$ cat src/rtl/serial_word_receiver_pkg.sv
// serial_rx_pkg: shared types and constants for serial_word_receiver.
//   rx_state_t : receiver FSM states (PARITY is only reachable when
//                SERIAL_RX_PARITY_EN is defined).
//   MODE_*     : bit-order select codes, ordered {m0,m1}, matching the
//                4-bit universal shift register encoding.
package serial_rx_pkg;

  typedef enum logic [1:0] {
    IDLE   = 2'd0,
    SHIFT  = 2'd1,
    PARITY = 2'd2
  } rx_state_t;

  localparam logic [1:0] MODE_HOLD      = 2'b00;
  localparam logic [1:0] MODE_LSB_FIRST = 2'b01;
  localparam logic [1:0] MODE_MSB_FIRST = 2'b10;
  localparam logic [1:0] MODE_LOAD      = 2'b11;  // no capture, same as hold

  // Only the two shift modes start a word; hold and load drop the bit.
  function automatic logic is_capture_mode(input logic [1:0] mode);
    return (mode == MODE_LSB_FIRST) || (mode == MODE_MSB_FIRST);
  endfunction

endpackage

$ cat src/rtl/serial_word_receiver_if.sv
// serial_word_receiver_if: serial input / parallel output bundle.
//   master : bit source and word consumer (drives m0, m1, ser_in,
//            ser_valid, flush, out_ready; observes the rest)
//   slave  : the receiver (drives p_out, out_valid, overrun,
//            parity_err, busy)
interface serial_word_receiver_if
  import serial_rx_pkg::*;
#(
  parameter int WIDTH = 4
) ();

  logic             m0;
  logic             m1;
  logic             ser_in;
  logic             ser_valid;
  logic             flush;
  logic             out_ready;
  logic [WIDTH-1:0] p_out;
  logic             out_valid;
  logic             overrun;
  logic             parity_err;
  logic             busy;

  modport master (
    output m0, m1, ser_in, ser_valid, flush, out_ready,
    input  p_out, out_valid, overrun, parity_err, busy
  );

  modport slave (
    input  m0, m1, ser_in, ser_valid, flush, out_ready,
    output p_out, out_valid, overrun, parity_err, busy
  );

endinterface

$ cat src/rtl/serial_word_receiver_rx_hold_reg.sv
// rx_hold_reg: single-entry output register with valid/ready handshake
// and sticky overrun detection.
//   clk, clr   : clock, asynchronous active-high reset
//   i_load     : a completed word is offered this cycle
//   i_word     : the completed word
//   i_perr     : parity flag travelling with the word
//   i_ready    : consumer accepts o_data this cycle
//   o_data     : held word (keeps last value after consumption)
//   o_valid    : o_data holds an unconsumed word
//   o_overrun  : sticky, a completed word found the register full
//   o_perr     : parity flag of the held word
module rx_hold_reg
  import serial_rx_pkg::*;
#(
  parameter int WIDTH = 4
) (
  input  logic             clk,
  input  logic             clr,
  input  logic             i_load,
  input  logic [WIDTH-1:0] i_word,
  input  logic             i_perr,
  input  logic             i_ready,
  output logic [WIDTH-1:0] o_data,
  output logic             o_valid,
  output logic             o_overrun,
  output logic             o_perr
);

  logic [WIDTH-1:0] r_data;
  logic             r_valid;
  logic             r_overrun;
  logic             r_perr;
  logic             w_space;

  // The register can take a word if empty or if it drains on this edge.
  assign w_space = !r_valid || i_ready;

  always_ff @(posedge clk or posedge clr) begin
    if (clr) begin
      r_data    <= '0;
      r_valid   <= 1'b0;
      r_overrun <= 1'b0;
      r_perr    <= 1'b0;
    end else begin
      if (i_load && w_space) begin
        r_data  <= i_word;
        r_perr  <= i_perr;
        r_valid <= 1'b1;
      end else if (i_ready) begin
        r_valid <= 1'b0;
      end
      if (i_load && !w_space) begin
        r_overrun <= 1'b1;
      end
    end
  end

  assign o_data    = r_data;
  assign o_valid   = r_valid;
  assign o_overrun = r_overrun;
  assign o_perr    = r_perr;

endmodule

$ cat src/rtl/serial_word_receiver.sv
// serial_word_receiver: reassembles WIDTH-bit words from the serial
// stream of the 4-bit universal shift register (right_out in LSB-first
// mode, left_out in MSB-first mode) and presents them with valid/ready.
//   clk  : clock, rising edge
//   clr  : asynchronous active-high reset
//   bus  : serial_word_receiver_if.slave
//          in : m0, m1 (bit order, {m0,m1}), ser_in, ser_valid, flush,
//               out_ready
//          out: p_out, out_valid, overrun, parity_err, busy
// Build option: SERIAL_RX_PARITY_EN adds one even-parity bit per word
// (PARITY state); without it parity_err is tied to 0.
module serial_word_receiver
  import serial_rx_pkg::*;
#(
  parameter int WIDTH = 4
) (
  input logic                 clk,
  input logic                 clr,
  serial_word_receiver_if.slave bus
);

  localparam int CNT_W = $clog2(WIDTH + 1);

  rx_state_t        r_state;
  rx_state_t        w_state_nxt;
  logic [WIDTH-1:0] r_shift;
  logic [WIDTH-1:0] w_shift_nxt;
  logic [CNT_W-1:0] r_count;
  logic [1:0]       r_mode;
  logic [1:0]       w_mode_in;
  logic [1:0]       w_mode_eff;
  logic             w_take_data;
  logic             w_last_data;
  logic             w_complete;
  logic             w_parity_bad;
  logic [WIDTH-1:0] w_word;
`ifdef SERIAL_RX_PARITY_EN
  logic             w_take_par;
`endif

  function automatic logic [WIDTH-1:0] insert_bit(input logic [WIDTH-1:0] cur,
                                                  input logic [1:0]       mode,
                                                  input logic             b);
    if (mode == MODE_MSB_FIRST) return {cur[WIDTH-2:0], b};
    return {b, cur[WIDTH-1:1]};
  endfunction

  assign w_mode_in   = {bus.m0, bus.m1};
  // The live mode only matters for the first bit; afterwards the latched one rules.
  assign w_mode_eff  = (r_state == IDLE) ? w_mode_in : r_mode;
  assign w_shift_nxt = insert_bit(r_shift, w_mode_eff, bus.ser_in);

  // FSM state register
  always_ff @(posedge clk or posedge clr) begin
    if (clr) r_state <= IDLE;
    else     r_state <= w_state_nxt;
  end

  // FSM next-state logic; flush beats any accepted bit
  always_comb begin
    w_state_nxt = r_state;
    if (bus.flush) begin
      w_state_nxt = IDLE;
    end else begin
      case (r_state)
        IDLE:  if (w_take_data) w_state_nxt = SHIFT;
`ifdef SERIAL_RX_PARITY_EN
        SHIFT:  if (w_last_data) w_state_nxt = PARITY;
        PARITY: if (w_take_par)  w_state_nxt = IDLE;
`else
        SHIFT:  if (w_last_data) w_state_nxt = IDLE;
`endif
        default: w_state_nxt = IDLE;
      endcase
    end
  end

  // FSM outputs: bit-accept strobes and busy
  always_comb begin
    w_take_data = 1'b0;
    w_last_data = 1'b0;
`ifdef SERIAL_RX_PARITY_EN
    w_take_par  = 1'b0;
`endif
    bus.busy    = (r_state != IDLE);
    if (bus.ser_valid && !bus.flush) begin
      case (r_state)
        IDLE:  w_take_data = is_capture_mode(w_mode_in);
        SHIFT: begin
          w_take_data = 1'b1;
          w_last_data = (r_count == CNT_W'(WIDTH - 1));
        end
`ifdef SERIAL_RX_PARITY_EN
        PARITY: w_take_par = 1'b1;
`endif
        default: ;
      endcase
    end
  end

`ifdef SERIAL_RX_PARITY_EN
  // Data is already complete in r_shift when the parity bit arrives.
  assign w_complete   = w_take_par;
  assign w_word       = r_shift;
  assign w_parity_bad = (^r_shift) ^ bus.ser_in;
`else
  assign w_complete   = w_last_data;
  assign w_word       = w_shift_nxt;
  assign w_parity_bad = 1'b0;
`endif

  // Shift register, bit counter and latched mode
  always_ff @(posedge clk or posedge clr) begin
    if (clr) begin
      r_shift <= '0;
      r_count <= '0;
      r_mode  <= MODE_HOLD;
    end else if (bus.flush) begin
      r_count <= '0;
    end else if (w_take_data) begin
      r_shift <= w_shift_nxt;
      r_count <= w_last_data ? '0 : r_count + CNT_W'(1);
      if (r_state == IDLE) r_mode <= w_mode_in;
    end
  end

  rx_hold_reg #(.WIDTH(WIDTH)) u_hold (
    .clk      (clk),
    .clr      (clr),
    .i_load   (w_complete),
    .i_word   (w_word),
    .i_perr   (w_parity_bad),
    .i_ready  (bus.out_ready),
    .o_data   (bus.p_out),
    .o_valid  (bus.out_valid),
    .o_overrun(bus.overrun),
    .o_perr   (bus.parity_err)
  );

endmodule
$ cat src/flat_wrapper.sv
// flat-port wrapper written by rule: the top's interface ports become plain ports
module serial_word_receiver_flat import serial_rx_pkg::*;
#(
  parameter int WIDTH = 4
)
  (clk, clr, bus_m0, bus_m1, bus_ser_in, bus_ser_valid, bus_flush, bus_out_ready, bus_p_out, bus_out_valid, bus_overrun, bus_parity_err, bus_busy);
  serial_word_receiver_if #(.WIDTH(WIDTH)) bus_i ();
  input logic clk;
  input logic clr;
  input wire logic [$bits(bus_i.m0)-1:0] bus_m0;
  input wire logic [$bits(bus_i.m1)-1:0] bus_m1;
  input wire logic [$bits(bus_i.ser_in)-1:0] bus_ser_in;
  input wire logic [$bits(bus_i.ser_valid)-1:0] bus_ser_valid;
  input wire logic [$bits(bus_i.flush)-1:0] bus_flush;
  input wire logic [$bits(bus_i.out_ready)-1:0] bus_out_ready;
  output wire logic [$bits(bus_i.p_out)-1:0] bus_p_out;
  output wire logic [$bits(bus_i.out_valid)-1:0] bus_out_valid;
  output wire logic [$bits(bus_i.overrun)-1:0] bus_overrun;
  output wire logic [$bits(bus_i.parity_err)-1:0] bus_parity_err;
  output wire logic [$bits(bus_i.busy)-1:0] bus_busy;
  assign bus_i.m0 = bus_m0;
  assign bus_i.m1 = bus_m1;
  assign bus_i.ser_in = bus_ser_in;
  assign bus_i.ser_valid = bus_ser_valid;
  assign bus_i.flush = bus_flush;
  assign bus_i.out_ready = bus_out_ready;
  assign bus_p_out = bus_i.p_out;
  assign bus_out_valid = bus_i.out_valid;
  assign bus_overrun = bus_i.overrun;
  assign bus_parity_err = bus_i.parity_err;
  assign bus_busy = bus_i.busy;
  serial_word_receiver #(.WIDTH(WIDTH)) u_core (.clk(clk), .clr(clr), .bus(bus_i));
endmodule
$ cat config.mk
export PLATFORM = sky130hd
export DESIGN_NAME = serial_word_receiver_flat
export DESIGN_NICKNAME = d
export VERILOG_FILES = /design/src/rtl/serial_word_receiver_pkg.sv /design/src/rtl/serial_word_receiver_if.sv /design/src/rtl/serial_word_receiver_rx_hold_reg.sv /design/src/rtl/serial_word_receiver.sv /design/src/flat_wrapper.sv
export SDC_FILE = /design/constraint.sdc
export NUM_CORES = 1
export LEC_CHECK = 0
export BUFFER_PORTS_ARGS = -buffer_cell sky130_fd_sc_hd__buf_2
export CORE_MARGIN = 10
export CORE_UTILIZATION = 45
export DETAILED_ROUTE_END_ITERATION = 10
export PLACE_DENSITY_LB_ADDON = 0.2
export SKIP_LAST_GASP = 1
export SLEW_MARGIN = 30
export SYNTH_ARGS = -nofsm -noshare
export SYNTH_HDL_FRONTEND = slang
export SYNTH_SLANG_ARGS = --single-unit
$ cat constraint.sdc
create_clock -name clk -period 1.5 [get_ports clk]
set_clock_uncertainty 0.05 [all_clocks]
set_input_delay 0 -clock clk [delete_from_list [all_inputs] [get_ports clk]]
set_output_delay 0 -clock clk [all_outputs]
set_load 0.02 [all_outputs]
== After elaboration in Yosys (flattened, before gate mapping) ==
Cells that the tools add are included.
Cells by class
  eq/ne operators: 7
  $add $sub $neg: 1
  reduce and logical (&&, ||, !) cells: 14
  multiplexer cells: 17
  bitwise logic cells: 1
Operators with widths (count)
  2-to-1 mux 3 bit: 3
  2-to-1 mux 2 bit: 4
  2-to-1 mux 4 bit: 2
  2-to-1 mux 1 bit: 6
  nonzero test 2 bit: 3
  equality test 2 x 1 -> 1 bit, second input constant: 2
  equality test 2 bit, second input constant: 2
  case mux 2 bit (2 select lines): 1
  AND reduction 2 bit: 2
  adder 3 x 1 -> 3 bit, second input constant: 1
  equality test 3 x 2 -> 1 bit, second input constant: 1
  logical AND 1 bit: 3
  zero test 1 bit: 3
  inequality test 3 x 2 -> 1 bit, second input constant: 1
  inequality test 3 bit, second input constant: 1
  zero test 2 bit: 1
  logical OR 1 bit: 2
  case mux 1 bit (2 select lines): 1
  NOT 1 bit: 1
Storage, ports and cells
  logic and storage cells: 47
  flip-flop bits (word level): 17
  input bits: 8

== Depth between registers and ports, before layout ==
  depth in word-level cells: 7
  depth in mapped cells: 6
  mapped depth without buffers: 6

== Hierarchy ==
From an unflattened synthesis, not the netlist that was laid out.
Second synthesis, totals
  cells, all modules: 68
  area, all modules: 859.6 µm²
Modules (own cells, without submodules)
  serial_word_receiver: seq. area each 250.2 µm², area each 565.5 µm², cells each 50, times used 1
  rx_hold_reg: seq. area each 175.2 µm², area each 294.0 µm², cells each 18, times used 1

== Least setup slack after synthesis ==
No wires, ideal clock.
  path kind: register to register
  start: register u_core.r_count[0]
  end: register u_core.r_count[0]
  setup time: 0.077 ns
  arrival time: 1.404 ns
  required time: 1.373 ns
  slack: -0.032 ns
  stages on the path, launching flop included: 6
  clock period less this slack: 1.532 ns
  buffers on the path: 0
  cell sequence: dfrtp_1 > ha_1 > ha_1 > and4b_1 > or3_1 > a21oi_1
Between the ends
  word-level cells in the longest chain between the ends: 6
  elaborated cells between the ends (all ways): 7
  those cells by class: add/sub: 1; eq/ne: 1; mux: 5
Ends and longest elaborated chain
  from (decl): line serial_word_receiver.sv:28  | logic [CNT_W-1:0] r_count;
  from (signal assigned): line serial_word_receiver.sv:122  | r_count <= w_last_data ? '0 : r_count + CNT_W'(1);
  equality test 3 x 2 -> 1 bit: line serial_word_receiver.sv:91  | w_last_data = (r_count == CNT_W'(WIDTH - 1));
  2-to-1 mux 1 bit: line serial_word_receiver.sv:87  | case (r_state)
  2-to-1 mux 1 bit: line serial_word_receiver.sv:86  | if (bus.ser_valid && !bus.flush) begin
  2-to-1 mux 3 bit *: line serial_word_receiver.sv:122
  2-to-1 mux 3 bit *: line serial_word_receiver.sv:120  | end else if (w_take_data) begin
  2-to-1 mux 3 bit *: line serial_word_receiver.sv:118  | end else if (bus.flush) begin
Every way passes the cells marked *; elsewhere a longest branch is shown, timed or not. The select of a mux whose other input is x is not followed.
A chain may end at the register's enable or synchronous reset.

== Final worst setup path ==
  start: register u_core.r_count[1]
  end: register u_core.r_count[0]
Between the ends
  word-level cells in the longest chain between the ends: 6
Ends and longest elaborated chain (line)
  equality test 3 x 2 -> 1 bit: serial_word_receiver.sv:91
  2-to-1 mux 1 bit: serial_word_receiver.sv:87
  2-to-1 mux 1 bit: serial_word_receiver.sv:86
  2-to-1 mux 3 bit: serial_word_receiver.sv:122
  2-to-1 mux 3 bit: serial_word_receiver.sv:120
  2-to-1 mux 3 bit: serial_word_receiver.sv:118
No other way between the ends. The select of a mux whose other input is x is not followed.

==> reports/results.txt <==
Derived from the worst setup path, the maximum achievable clock frequency is 641 MHz. In the final design database the tool counted 114 nets. The logs give 615 for the number of global-route vias before repair and 17 for the maximum number of pins on one net before global-route repair. The initial utilization of the core area, before any placement, comes to 48.8%. The global-route congestion overflow total came out at 0. The met3 wirelength from detailed routing is 54 um. The top-area cell type share of the netlist area was 52.6%. The die is 61.1 um wide. The boundary pin count was 16. The worst setup path is launched from a flip-flop. Synthesis produced 76 cells. At the end of routability-driven placement, the weighted congestion stood at 0.713.

The number of clock sinks is 16, and the areal power density over the cells is 953 nW/um2. The final route contains 609 vias. The highest metal layer with signal wires was met4. The full die area was 3740 um2.

At the pin with the least slew margin, the transition time is 600 ps. Leaving out fill and tap cells, the most frequent cell in the layout is sky130_fd_sc_hd__dfrtp_1. The first global-routing pass estimated 2.85 mm of wire. TritonCTS built the clock tree.

Across every metal layer, demand over resource in global routing totals 10.1%. The run finished, with violations left. Mean number of vias per cell: 5.12. Least setup slack across all paths after layout: -61.2 ps.

After synthesis the cells add up to 761 um2. The largest total area in the synthesized netlist belongs to sky130_fd_sc_hd__dfrtp_1. The total CTS buffers was 3. Ranked by total cell area, the synthesized netlist is headed by sky130_fd_sc_hd__dfrtp_1, sky130_fd_sc_hd__nand2_1, sky130_fd_sc_hd__o21ai_0.

IR analysis of the VDD net gives a maximum drop of 0.567 mV. The count of buffers added on input and output ports is 14. Setup total negative slack on the finished layout was measured at -110 ps. The max-slew violation total from the final report was 0; the flip-flop and latch count after synthesis was 16. 0 antenna diodes ended up in the layout.

For the worst setup path, the data required time is 1670 ps. In the layout the commonest cells are sky130_fd_sc_hd__dfrtp_1, sky130_fd_sc_hd__buf_2, sky130_fd_sc_hd__nand2_1. The number of standard-cell rows in the floorplan is 14, and the worst endpoint data arrival time is 1740 ps.

The y dimension of the die is 61.1 um, and the number of nets with antenna violations after routing is 0. The min-delay analysis places its worst path in the category input port to flip-flop. Yosys mapped a number of flops with a built-in enable equal to 0. The area growth from synthesis to final layout works out to 33.9%. Setup repair after global routing could not meet its margin everywhere. The core region is 1560 um2. After synthesis, flip-flops and latches occupy 52.6% of the total area. Total power for the finished layout comes to 970 uW. The final count of negative-setup-slack endpoints came out at 2. The number of DRC violations after detailed-routing iteration 0 was 1; the share of synthesized flip-flops with an asynchronous set or reset was 100%. The minimum clock period after layout came out at 1560 ps.

The first detailed-routing pass took 3 iterations. The tools report the routed wire length as 1.61 mm. In this run the deepest clock path goes through 2 buffers. In this run the tightest slew margin relative to its limit is 59.9%.

The flip-flop cell with the highest count after synthesis is sky130_fd_sc_hd__dfrtp_1. The worst hold path cell count is 4. Yosys mapped the design onto 26 distinct sky130hd cell types. The maximum level of the CTS H-tree was 1. In the routed design, unresolved DRC markers number 0.

The number of maximum-capacitance constraint violations was 0; the tightest hold margin was 9.47 ps. Wire segments on met2 add up to 770 um in the final route. The number of fill cells in the layout was 132; the net count after synthesis was 86.

In this run the static leakage power is 0.504 nW. Clock-pin slew was measured on the worst setup and hold paths at 100 ps. In the final routing, the length of wire on met1 measures 744 um. The number of antenna violations at the first check in global routing came out at 0. The proportion of layout cells with a drive suffix above 1 is 33.0%. The final reports fail on negative setup slack. CTS placed an instance of sky130_fd_sc_hd__clkbuf_4 at the clock tree root.

In the final routed layout, each cell accounts on average for 13.5 um. Along the worst path, the maximum fanout reaches 3. Half-perimeter wire length after placement: 1.14 mm. The mean cell area of the mapped netlist works out to 10.0 um2. The worst register-to-register path has a depth of 5.

Final cycle utilization of the critical path: 104%. The tools report the kind of end point of the critical path as a flip-flop. The critical path in this run is classified as flip-flop to flip-flop. The number of hold violations in the final report is 0. The logs give 0 for the number of warnings reported in the yosys synthesis log and 290 ps for the clock insertion delay at the later pin of the skew report.
[repair_timing]
item | CTS | global route
buffers inserted | 0 | 3
pin swaps | 2 | 1
gates resized for setup | 1 | 12
setup endpoints to repair | 2 | 8
hold buffers | 6 | 0
hold endpoints to repair | 25 | 0
[cell families (layout without fill, tap and decap cells)]
family	after synthesis	count (layout)	synth area share, %
DFF	16	16	52.6
muxes	4	4	5.26
adders and majority gates	2	2	3.29
buffers and inverters	7	34	5.10
other	1	1	0.493
and+or+nand+nor	26	26	17.1
xor gates and xnor gates	1	1	1.15
AOI/OAI and AO/OA	19	19	15.0
[cell usage after synthesis, drive strengths merged (2+ instances only)]
| master | n |
|---|---|
| a21oi | 5 |
| buf | 3 |
| dfrtp | 16 |
| ha | 2 |
| inv | 4 |
| mux2i | 4 |
| nand2 | 14 |
| nor2 | 2 |
| nor3b | 2 |
| o21ai | 10 |
| or3 | 2 |
[worst paths after layout]
check / slack [ps] / end / startpoint
max reg2reg: -60 / u_core.r_count[0] / u_core.r_count[1]
max in group asynchronous: 750 / u_core.u_hold.o_overrun / clr
max: -60 / u_core.r_count[0] / u_core.r_count[1]
min reg2reg: 420 / u_core.u_hold.o_overrun / u_core.u_hold.o_overrun
min: 9 / u_core.r_mode[0] / bus_m0
min in group asynchronous: 260 / u_core.r_shift[1] / clr
[layout make-up]
cell class	count	area (um2)	share of cell area [%]
Clock buffer	4	36.3	3.56
Inverter	4	15.0	1.47
Multi-Input combinational cell	53	368	36.1
Sequential cell	16	400	39.3
Tap cell	16	20.0	1.97
Timing Repair Buffer	26	179	17.6
[worst max-delay path, cell delays in order, from the launching register on]
cell,delay [ps]
sky130_fd_sc_hd__dfrtp_1,400
sky130_fd_sc_hd__ha_2,200
sky130_fd_sc_hd__ha_4,150
sky130_fd_sc_hd__and4b_2,220
sky130_fd_sc_hd__or3_1,350
sky130_fd_sc_hd__a21oi_1,120
[state kept, by name, summed over array words and instances (netlist names)]
name,cells
u_core.u_hold.o_overrun,1
u_core.u_hold.o_data,4
u_core.u_hold.o_valid,1
u_core.r_shift,4
u_core.r_count,3
u_core.r_mode,2
u_core.r_state,1
[routing by layer]
metal | up-vias | global-route usage [%]
li1 | 314 | -
met1 | 280 | 12.9
met2 | 10 | 14.6
met3 | 5 | 2.26
met4 | 0 | 6.84
met5 | - | 0
[power by group]
| part | switching, mW | internal [mW] | total [mW] |
|---|---|---|---|
| sequential | 0.0344 | 0.477 | 0.511 |
| clock | 0.142 | 0.148 | 0.290 |
| combinational | 0.0912 | 0.0782 | 0.169 |
| total | 0.268 | 0.703 | 0.970 |
[through the flow]
stage	setup WS [ps]	utilization [%]	area [um2]	cells
3_3_place_gp	-7.59	54.7	852	106
6_report	-61.2	65.3	1020	119
3_5_place_dp	-42.4	54.7	852	106
4_1_cts	-51.2	61.0	951	116
2_1_floorplan	18.2	-	763	76
5_1_grt	-102	65.3	1020	119
(Power assumes the default switching activity.)
